### src/rtl/l1_cache_control_if.sv
// Purpose: bundles the CPU port, the datapath status/strobes and the
// physical-memory port of the L1 cache controller.
// Modports:
//   slave  - the controller: takes requests and status, drives strobes,
//            mem_resp and the pmem request lines.
//   master - the environment (CPU, datapath, pmem) facing the controller.
// Signals:
//   mem_read/mem_write/mem_resp       CPU request handshake
//   hit/dirty/lru                     per-set status from the datapath
//   valid_load/dirty_load/dirty_in    valid/dirty meta array writes
//   tag_load/lru_load/lru_in          tag and LRU array writes
//   data_load/data_in_sel             data array write enable and source
//   pmem_addr_sel/pmem_read/pmem_write/pmem_resp  physical-memory port
interface l1_cache_control_if;
  localparam int unsigned NUM_WAYS = 2;

  logic                mem_read;
  logic                mem_write;
  logic                mem_resp;
  logic [NUM_WAYS-1:0] hit;
  logic [NUM_WAYS-1:0] dirty;
  logic                lru;
  logic [NUM_WAYS-1:0] valid_load;
  logic [NUM_WAYS-1:0] dirty_load;
  logic                dirty_in;
  logic [NUM_WAYS-1:0] tag_load;
  logic                lru_load;
  logic                lru_in;
  logic [NUM_WAYS-1:0] data_load;
  logic                data_in_sel;
  logic                pmem_addr_sel;
  logic                pmem_read;
  logic                pmem_write;
  logic                pmem_resp;

  modport slave (
    input  mem_read, mem_write, hit, dirty, lru, pmem_resp,
    output mem_resp, valid_load, dirty_load, dirty_in, tag_load,
           lru_load, lru_in, data_load, data_in_sel,
           pmem_addr_sel, pmem_read, pmem_write
  );

  modport master (
    output mem_read, mem_write, hit, dirty, lru, pmem_resp,
    input  mem_resp, valid_load, dirty_load, dirty_in, tag_load,
           lru_load, lru_in, data_load, data_in_sel,
           pmem_addr_sel, pmem_read, pmem_write
  );
endinterface

### src/rtl/l1_cache_control.sv
// Purpose: control FSM of the 2-way set-associative write-back L1 cache.
// Sequences the valid/dirty/tag/LRU meta arrays and the data array, and
// handles line writeback and fill over the physical-memory port.
// Ports:
//   clk        clock, all state changes on posedge
//   rst        synchronous active-high reset
//   bus        l1_cache_control_if.slave (CPU, datapath and pmem signals)
//   hit_count  COMPARE hits that responded (L1_PERF_CNT_EN only, else 0)
//   miss_count COMPARE misses (L1_PERF_CNT_EN only, else 0)
// Configuration: define L1_PERF_CNT_EN to build the saturating hit/miss
// performance counters; without it both counter outputs are tied to 0.
// All bus outputs are decoded combinationally from the state so that a hit
// responds in the cycle the request becomes visible.
module l1_cache_control #(
  parameter int unsigned CNT_WIDTH = 32
) (
  input  logic                 clk,
  input  logic                 rst,
  l1_cache_control_if.slave    bus,
  output logic [CNT_WIDTH-1:0] hit_count,
  output logic [CNT_WIDTH-1:0] miss_count
);

  typedef enum logic [1:0] {
    COMPARE   = 2'd0,
    WRITEBACK = 2'd1,
    ALLOCATE  = 2'd2
  } state_e;

  state_e state_q, state_d;

  logic req;
  logic is_write;
  logic any_hit;
  logic hit_way;

  // A simultaneous read and write is serviced as a write.
  assign req      = bus.mem_read | bus.mem_write;
  assign is_write = bus.mem_write;
  assign any_hit  = |bus.hit;
  // Way 0 takes priority when both ways report a hit.
  assign hit_way  = ~bus.hit[0];

  // State register
  always_ff @(posedge clk) begin
    if (rst) begin
      state_q <= COMPARE;
    end else begin
      state_q <= state_d;
    end
  end

  // Next-state and strobe decode
  always_comb begin
    state_d           = state_q;
    bus.mem_resp      = 1'b0;
    bus.valid_load    = 2'b00;
    bus.dirty_load    = 2'b00;
    bus.dirty_in      = 1'b0;
    bus.tag_load      = 2'b00;
    bus.lru_load      = 1'b0;
    bus.lru_in        = 1'b0;
    bus.data_load     = 2'b00;
    bus.data_in_sel   = 1'b0;
    bus.pmem_addr_sel = 1'b0;
    bus.pmem_read     = 1'b0;
    bus.pmem_write    = 1'b0;

    unique case (state_q)
      COMPARE: begin
        if (req && any_hit) begin
          bus.mem_resp = 1'b1;
          bus.lru_load = 1'b1;
          bus.lru_in   = ~hit_way;
          if (is_write) begin
            bus.data_load   = hit_way ? 2'b10 : 2'b01;
            bus.dirty_load  = hit_way ? 2'b10 : 2'b01;
            bus.dirty_in    = 1'b1;
            bus.data_in_sel = 1'b0;
          end
        end else if (req) begin
          // Victim is the LRU way; only a dirty victim needs writing back.
          state_d = bus.dirty[bus.lru] ? WRITEBACK : ALLOCATE;
        end
      end

      WRITEBACK: begin
        bus.pmem_write    = 1'b1;
        bus.pmem_addr_sel = 1'b1;
        if (bus.pmem_resp) begin
          state_d = ALLOCATE;
        end
      end

      ALLOCATE: begin
        bus.pmem_read     = 1'b1;
        bus.pmem_addr_sel = 1'b0;
        // Fill completes regardless of whether the request is still held.
        if (bus.pmem_resp) begin
          bus.data_load   = bus.lru ? 2'b10 : 2'b01;
          bus.data_in_sel = 1'b1;
          bus.tag_load    = bus.lru ? 2'b10 : 2'b01;
          bus.valid_load  = bus.lru ? 2'b10 : 2'b01;
          bus.dirty_load  = bus.lru ? 2'b10 : 2'b01;
          bus.dirty_in    = 1'b0;
          state_d         = COMPARE;
        end
      end

      default: begin
        state_d = COMPARE;
      end
    endcase
  end

`ifdef L1_PERF_CNT_EN
  logic [CNT_WIDTH-1:0] hit_cnt_q, hit_cnt_d;
  logic [CNT_WIDTH-1:0] miss_cnt_q, miss_cnt_d;

  // Saturating counters: a hit is any responding COMPARE hit, a miss is a
  // COMPARE exit towards WRITEBACK or ALLOCATE.
  always_comb begin
    hit_cnt_d  = hit_cnt_q;
    miss_cnt_d = miss_cnt_q;
    if ((state_q == COMPARE) && req && any_hit && !(&hit_cnt_q)) begin
      hit_cnt_d = hit_cnt_q + CNT_WIDTH'(1);
    end
    if ((state_q == COMPARE) && req && !any_hit && !(&miss_cnt_q)) begin
      miss_cnt_d = miss_cnt_q + CNT_WIDTH'(1);
    end
  end

  // Counter registers
  always_ff @(posedge clk) begin
    if (rst) begin
      hit_cnt_q  <= '0;
      miss_cnt_q <= '0;
    end else begin
      hit_cnt_q  <= hit_cnt_d;
      miss_cnt_q <= miss_cnt_d;
    end
  end

  assign hit_count  = hit_cnt_q;
  assign miss_count = miss_cnt_q;
`else
  assign hit_count  = '0;
  assign miss_count = '0;
`endif

endmodule

### src/flat_wrapper.sv
// flat-port wrapper written by rule: the top's interface ports become plain ports
module l1_cache_control_flat 
#(
  parameter int unsigned CNT_WIDTH = 32
)
  (clk, rst, hit_count, miss_count, bus_mem_read, bus_mem_write, bus_hit, bus_dirty, bus_lru, bus_pmem_resp, bus_mem_resp, bus_valid_load, bus_dirty_load, bus_dirty_in, bus_tag_load, bus_lru_load, bus_lru_in, bus_data_load, bus_data_in_sel, bus_pmem_addr_sel, bus_pmem_read, bus_pmem_write);
  l1_cache_control_if bus_i ();
  input  logic clk;
  input  logic rst;
  output logic [CNT_WIDTH-1:0] hit_count;
  output logic [CNT_WIDTH-1:0] miss_count;
  input wire logic [$bits(bus_i.mem_read)-1:0] bus_mem_read;
  input wire logic [$bits(bus_i.mem_write)-1:0] bus_mem_write;
  input wire logic [$bits(bus_i.hit)-1:0] bus_hit;
  input wire logic [$bits(bus_i.dirty)-1:0] bus_dirty;
  input wire logic [$bits(bus_i.lru)-1:0] bus_lru;
  input wire logic [$bits(bus_i.pmem_resp)-1:0] bus_pmem_resp;
  output wire logic [$bits(bus_i.mem_resp)-1:0] bus_mem_resp;
  output wire logic [$bits(bus_i.valid_load)-1:0] bus_valid_load;
  output wire logic [$bits(bus_i.dirty_load)-1:0] bus_dirty_load;
  output wire logic [$bits(bus_i.dirty_in)-1:0] bus_dirty_in;
  output wire logic [$bits(bus_i.tag_load)-1:0] bus_tag_load;
  output wire logic [$bits(bus_i.lru_load)-1:0] bus_lru_load;
  output wire logic [$bits(bus_i.lru_in)-1:0] bus_lru_in;
  output wire logic [$bits(bus_i.data_load)-1:0] bus_data_load;
  output wire logic [$bits(bus_i.data_in_sel)-1:0] bus_data_in_sel;
  output wire logic [$bits(bus_i.pmem_addr_sel)-1:0] bus_pmem_addr_sel;
  output wire logic [$bits(bus_i.pmem_read)-1:0] bus_pmem_read;
  output wire logic [$bits(bus_i.pmem_write)-1:0] bus_pmem_write;
  assign bus_i.mem_read = bus_mem_read;
  assign bus_i.mem_write = bus_mem_write;
  assign bus_i.hit = bus_hit;
  assign bus_i.dirty = bus_dirty;
  assign bus_i.lru = bus_lru;
  assign bus_i.pmem_resp = bus_pmem_resp;
  assign bus_mem_resp = bus_i.mem_resp;
  assign bus_valid_load = bus_i.valid_load;
  assign bus_dirty_load = bus_i.dirty_load;
  assign bus_dirty_in = bus_i.dirty_in;
  assign bus_tag_load = bus_i.tag_load;
  assign bus_lru_load = bus_i.lru_load;
  assign bus_lru_in = bus_i.lru_in;
  assign bus_data_load = bus_i.data_load;
  assign bus_data_in_sel = bus_i.data_in_sel;
  assign bus_pmem_addr_sel = bus_i.pmem_addr_sel;
  assign bus_pmem_read = bus_i.pmem_read;
  assign bus_pmem_write = bus_i.pmem_write;
  l1_cache_control #(.CNT_WIDTH(CNT_WIDTH)) u_core (.clk(clk), .rst(rst), .bus(bus_i), .hit_count(hit_count), .miss_count(miss_count));
endmodule
### config.mk
export PLATFORM = sky130hd
export DESIGN_NAME = l1_cache_control_flat
export DESIGN_NICKNAME = d
export VERILOG_FILES = /design/src/rtl/l1_cache_control_if.sv /design/src/rtl/l1_cache_control.sv /design/src/flat_wrapper.sv
export SDC_FILE = /design/constraint.sdc
export NUM_CORES = 1
export LEC_CHECK = 0
export ABC_CLOCK_PERIOD_IN_PS = 1050
export CELL_PAD_IN_SITES_DETAIL_PLACEMENT = 0
export CELL_PAD_IN_SITES_GLOBAL_PLACEMENT = 1
export CORE_UTILIZATION = 15
export CTS_CLUSTER_SIZE = 16
export DETAILED_ROUTE_END_ITERATION = 10
export GPL_TIMING_DRIVEN = 0
export MAX_ROUTING_LAYER = met4
export PLACE_DENSITY_LB_ADDON = 0.1
export SYNTH_ARGS = -nofsm -noshare
export SYNTH_HDL_FRONTEND = slang
export SYNTH_SLANG_ARGS = --single-unit
### constraint.sdc
create_clock -name clk -period 1.05 [get_ports clk]
set_input_delay 0.1575 -clock clk [delete_from_list [all_inputs] [get_ports clk]]
set_output_delay 0.1575 -clock clk [all_outputs]
set_load 0.02 [all_outputs]
Word-level counts from Yosys, hierarchy flattened
Cells that the tools add are included.
{ "totals": {"ff_bits": 2, "latchBits": 0, "ram_bits": 0, "mem_bits_ro": 0, "input_bits": 10, "output_inout_bits": 80, "n_memories": 0} }
{ "classes": {"addsub": 0, "n_mul": 0, "div_mod_pow": 0, "magnitude_cmp": 1, "n_eq_ne": 6, "shifts": 0, "n_mux": 26, "n_bitwise": 1, "n_reduce_logical": 4} }
{ "op_table": {"columns": ["cell", "count"], "rows": [
  ["2-bit two-way mux", 11],
  ["1-bit two-way mux", 13],
  ["2-bit inequality test, second input constant", 3],
  ["2-bit case mux with 3 select lines", 1],
  ["2-bit case mux with 2 select lines", 1],
  ["4-bit AND reduction", 1],
  ["2-bit by 1-bit equality test with 1-bit output, second input constant", 1],
  ["2-bit equality test, second input constant", 1],
  ["2-bit zero test", 1],
  ["1-bit by 2-bit less-than comparator with 1-bit output, second input constant", 1],
  ["2-bit by 1-bit inequality test with 1-bit output, second input constant", 1],
  ["2-bit OR reduction", 1],
  ["1-bit logical AND", 1],
  ["1-bit OR", 1]
]} }

Depth between registers and ports, before layout
{ "depth": {"depth_word": 6, "ltp_mapped": 5, "ltp_nobuf": 4} }

Worst setup path before layout
OpenSTA, ideal clock, no wires.
{ "synth_path": {"path_type": "reg2out", "from": "register u_core.state_q[1]", "to": "output port bus_dirty_load[1]", "arrival_time_ns": 1.391, "setup_slack_ns": -0.498, "path_stages_with_launch": 5, "path_cell_list": "dfxtp_1 nor2b_4 and3_1 a21o_1 buf_4"} }
{ "synth_via": {"elab_chain_cells": 2} }
{ "synth_lines": {"columns": ["element", "line", "source"], "rows": [
  ["start, declared", "l1_cache_control.sv:30", "state_e state_q, state_d;"],
  ["start signal, assigned", "l1_cache_control.sv:49", "state_q <= state_d;"],
  ["2-bit equality test or 2-bit zero test (tied branches)", null, null],
  ["2-bit case mux with 2 select lines *", null, null],
  ["end, declared", "flat_wrapper.sv:20", "output wire logic [$bits(bus_i.dirty_load)-1:0] bus_dirty_load;"]
]} }
Mark *: on every way between the ends. The rest lies on a longest branch, timed or not.

Final worst setup path
{ "layout_path": {"from": "register u_core.state_q[1]", "to": "output port bus_dirty_load[1]"} }
{ "layout_via": {"elab_chain_cells": 2} }
{ "layout_lines": {"columns": ["element", "line", "source"], "rows": [
  ["2-bit equality test or 2-bit zero test (tied branches)", "l1_cache_control.sv:69", "unique case (state_q)"],
  ["2-bit case mux with 2 select lines *", "l1_cache_control.sv:69", null]
]} }
Marked as above.

==> summary.md <==
| Metric | Value |
|---|---|
| Status | complete, but fails checks |
| Violated checks | negative setup slack |
| Sequential power share | between 7 and 8% |
| WL/cell | between 6 and 7 um |
| Post-synthesis xor/xnor area fraction | 0% |
| Buf+Inv Stages, Crit Path | 2 |
| Final Core Density | between 30 and 40% |
| DRT Wirelength | 1800 um |
| PD cells | between 800 and 900 mW/mm2 |
| Most frequent cells in the layout | buf_4, conb_1, buf_6, clkdlybuf4s50_1, dlygate4sd2_1 |
| Number of diodes | 0 |
| Worst path cell trace | nor2b_4, and3_4, a21o_4, buf_6, buf_6 |
| H-tree depth | 1 |
| Fin crit share | 138% |
| Max incr delay on CP | around 0.35 ns |
| CP Max Fanout | 6 |
| Clk pwr share | between 20% and 30% |
| Maximum vdd drop | around 0.29 mV |
| Worst Path Class, Setup | flop to output port |
| DP Area | approximately 0.0014 mm2 |
| P_sw | between 0.5 and 0.6 mW |
| CORE AREA | approximately 0.0048 mm2 |
| PortBufs | 25 |
| Vias post-DR | 745 |
| Final hold violation count | 0 |
| Leading registers by flop count | u_core.state_q (2) |
| Commonest non-fill, non-tap cell in the layout | buf_4 |
| Max reg flops | 2 |
| CP arrival | between 1 and 1.5 ns |
| Final instance area | 0.00161 mm2 |
| Pint | between 0.7 and 0.8 mW |
| Critical-path top delay cell | dfxtp_4 |
| Gate power share | between 70% and 80% |
| Hold Buf Count CTS | 0 |
| Antenna violations before repair | 0 |
| Clk sink count | 2 |
| FMAX | 0.689 GHz |
| Gr ovfl total | 0 |
| Adder-Cell Fraction of Synth Area | 0% |
| Proportion of synthesized area in mux cells | approximately 2.6% |
| CP most frequent cell | buf_6 |
| Worst setup margin | -0.402 ns |
| Worst Hold Class | input port to flop |
| Largest net degree at the start of global routing | 8 |
| Max Clock Skew | 0.00220 ns |
| CP Capture Type | output port |
| Die area | approximately 0.0054 mm2 |
| Mean post-synth cell area | approximately 7.5 um2 |
| NumNets Final | 220 |
| I/O pins | 90 |
| Root buffer cell | clkbuf_8 |
| Layout area overhead | 110% |
| Register bit total from synthesis | 2 |
| Post-synthesis sequential area ratio | under 10% |
| Startpoint Class | flop |
| CTS Buf Count | 3 |
| Via count of the first global-routing pass | about 580 |
| Layout cells sized above 1 | between 50 and 60% |
| Switching share of power | between 30 and 40% |
| Critical path required time | approximately 0.89 ns |
| Drt pass-1 iters | 2 |
| Starting density of the core | between 10% and 20% |
| Max Cap Violations | 0 |
| CTS clk-pin slew, worst paths | roughly 0.03 ns |
| Largest delay share family, worst path | flip-flops |
| Largest family of logic cells by synthesized area | buffers and inverters |
| Lkg Pwr | ~0.95 nW |
| Fin crit period | between 1 and 1.5 ns |
| DR vias/cell | ~2.7 |
| Rows | 25 |
| Global placement routability congestion | 0.693 |
| DRC violations left | 0 |
| Synth Instances | approximately 100 |
| RSZ-0062 raised after global routing | true |
| Compound-Gate Fraction of Synth Area | under 10% |
| Simple-gate area share of the yosys netlist | 15.5% |
| GRT Overall Usage | 5.90% |
| Top reg by flops | u_core.state_q |
| Bufs on Longest Clock Path | 2 |
| Antenna-violating nets left | 0 |
| Die Y | roughly 73 um |
| Mapped cell area | approximately 760 um2 |
| TritonCTS clock tree | done |
| Initial DRC count | 20 |
| Pre-CTS WS | -1.04 ns |
| Synth Warn # | 0 |
| Worst-skew pair later-pin latency | about 0.21 ns |
| First-pass GRT wire length | around 2500 um |
| Slew Viols, Final | 0 |
| Post-synth cell types | 23 |
| Die width | approximately 73 um |
| Number of setup violations in the final report | 17 |
| TNS Setup | -4.73 ns |
-- through the flow --
stage	power (mW)	instances	hold WS [ns]
final	1.31	275	0.493
after detailed placement	0.841	257	0.510
after global placement	0.843	257	0.513
after floorplan	0.679	165	0.234
after global routing	1.39	275	0.526
after CTS	1.22	269	0.512
-- final cells by class --
class,count,area (um2)
plain buffers,71,559
clock buffers,3,41.3
fillers,529,3210
inverters,1,3.75
multi-input cells,91,492
flip-flops and latches,2,45.0
well taps,67,83.8
repair buffers,40,382
-- power groups by stage --
| stage | sequential [mW] | combinational, mW | clock, mW |
|---|---|---|---|
| 6_report | 0.0945 | 0.919 | 0.299 |
| 5_1_grt | 0.0952 | 0.974 | 0.322 |
| 4_1_cts | 0.0952 | 0.818 | 0.311 |
| 3_5_place_dp | 0.0954 | 0.746 | 0 |
| 3_3_place_gp | 0.0952 | 0.748 | 0 |
| 2_1_floorplan | 0.0927 | 0.587 | 0 |
-- kinds of logic after synthesis --
family          after synthesis
compound gates                6
buf+inv                      72
flops                         2
simple gates                 19
mux                           2
other cells                   1
-- metal layers --
metal / global-route usage (%) / share of wire, %
met1: 5.81 / 34
met2: 11.1 / 53
met3: 1.65 / 13
met4: 1.92 / 0
met5: - / 0
-- Yosys cell counts --
cell type	instances	area, um2
mux2i_1	2	20.0
nor3_1	1	5.00
o21ai_0	1	5.00
and2b_1	1	7.51
nor2_1	5	18.8
o21ai_2	1	8.76
nand2_1	2	7.51
a21o_1	1	7.51
and3_4	1	11.3
buf_6	1	11.3
nor2b_4	1	13.8
and2_1	1	6.26
buf_4	70	526
conb_1	1	3.75
inv_1	1	3.75
nor2b_1	2	12.5
dfxtp_1	2	40.0
o211a_1	1	10.0
a21oi_1	2	10.0
or2_4	1	8.76
nand3b_1	2	15.0
and3_1	1	6.26
nor4_1	1	6.26
-- what timing repair did --
action,in CTS,in global routing
cloned,0,0
resized for setup,106,16
buffers inserted,9,6
pin swaps,5,3
setup endpoints to repair,18,18
-- final timing paths --
check                          from                end  slack, ns  cells after the start
setup / recovery  u_core.state_q[1]  bus_dirty_load[1]      -0.40                      5
hold / removal        bus_pmem_resp  u_core.state_q[1]       0.49                      4
setup reg to reg  u_core.state_q[0]  u_core.state_q[0]          0                      6
hold reg to reg   u_core.state_q[1]  u_core.state_q[0]       0.67                      3
-- worst register-to-register path, stage by stage, from the launching register on --
cell and delay, ns:
dfxtp_2 0.30, buf_6 0.13, nor2_4 0.13, buf_4 0.13
o21ai_4 0.06, a21oi_2 0.14, nor3_1 0.06
Power figures use the tool's default switching activity.
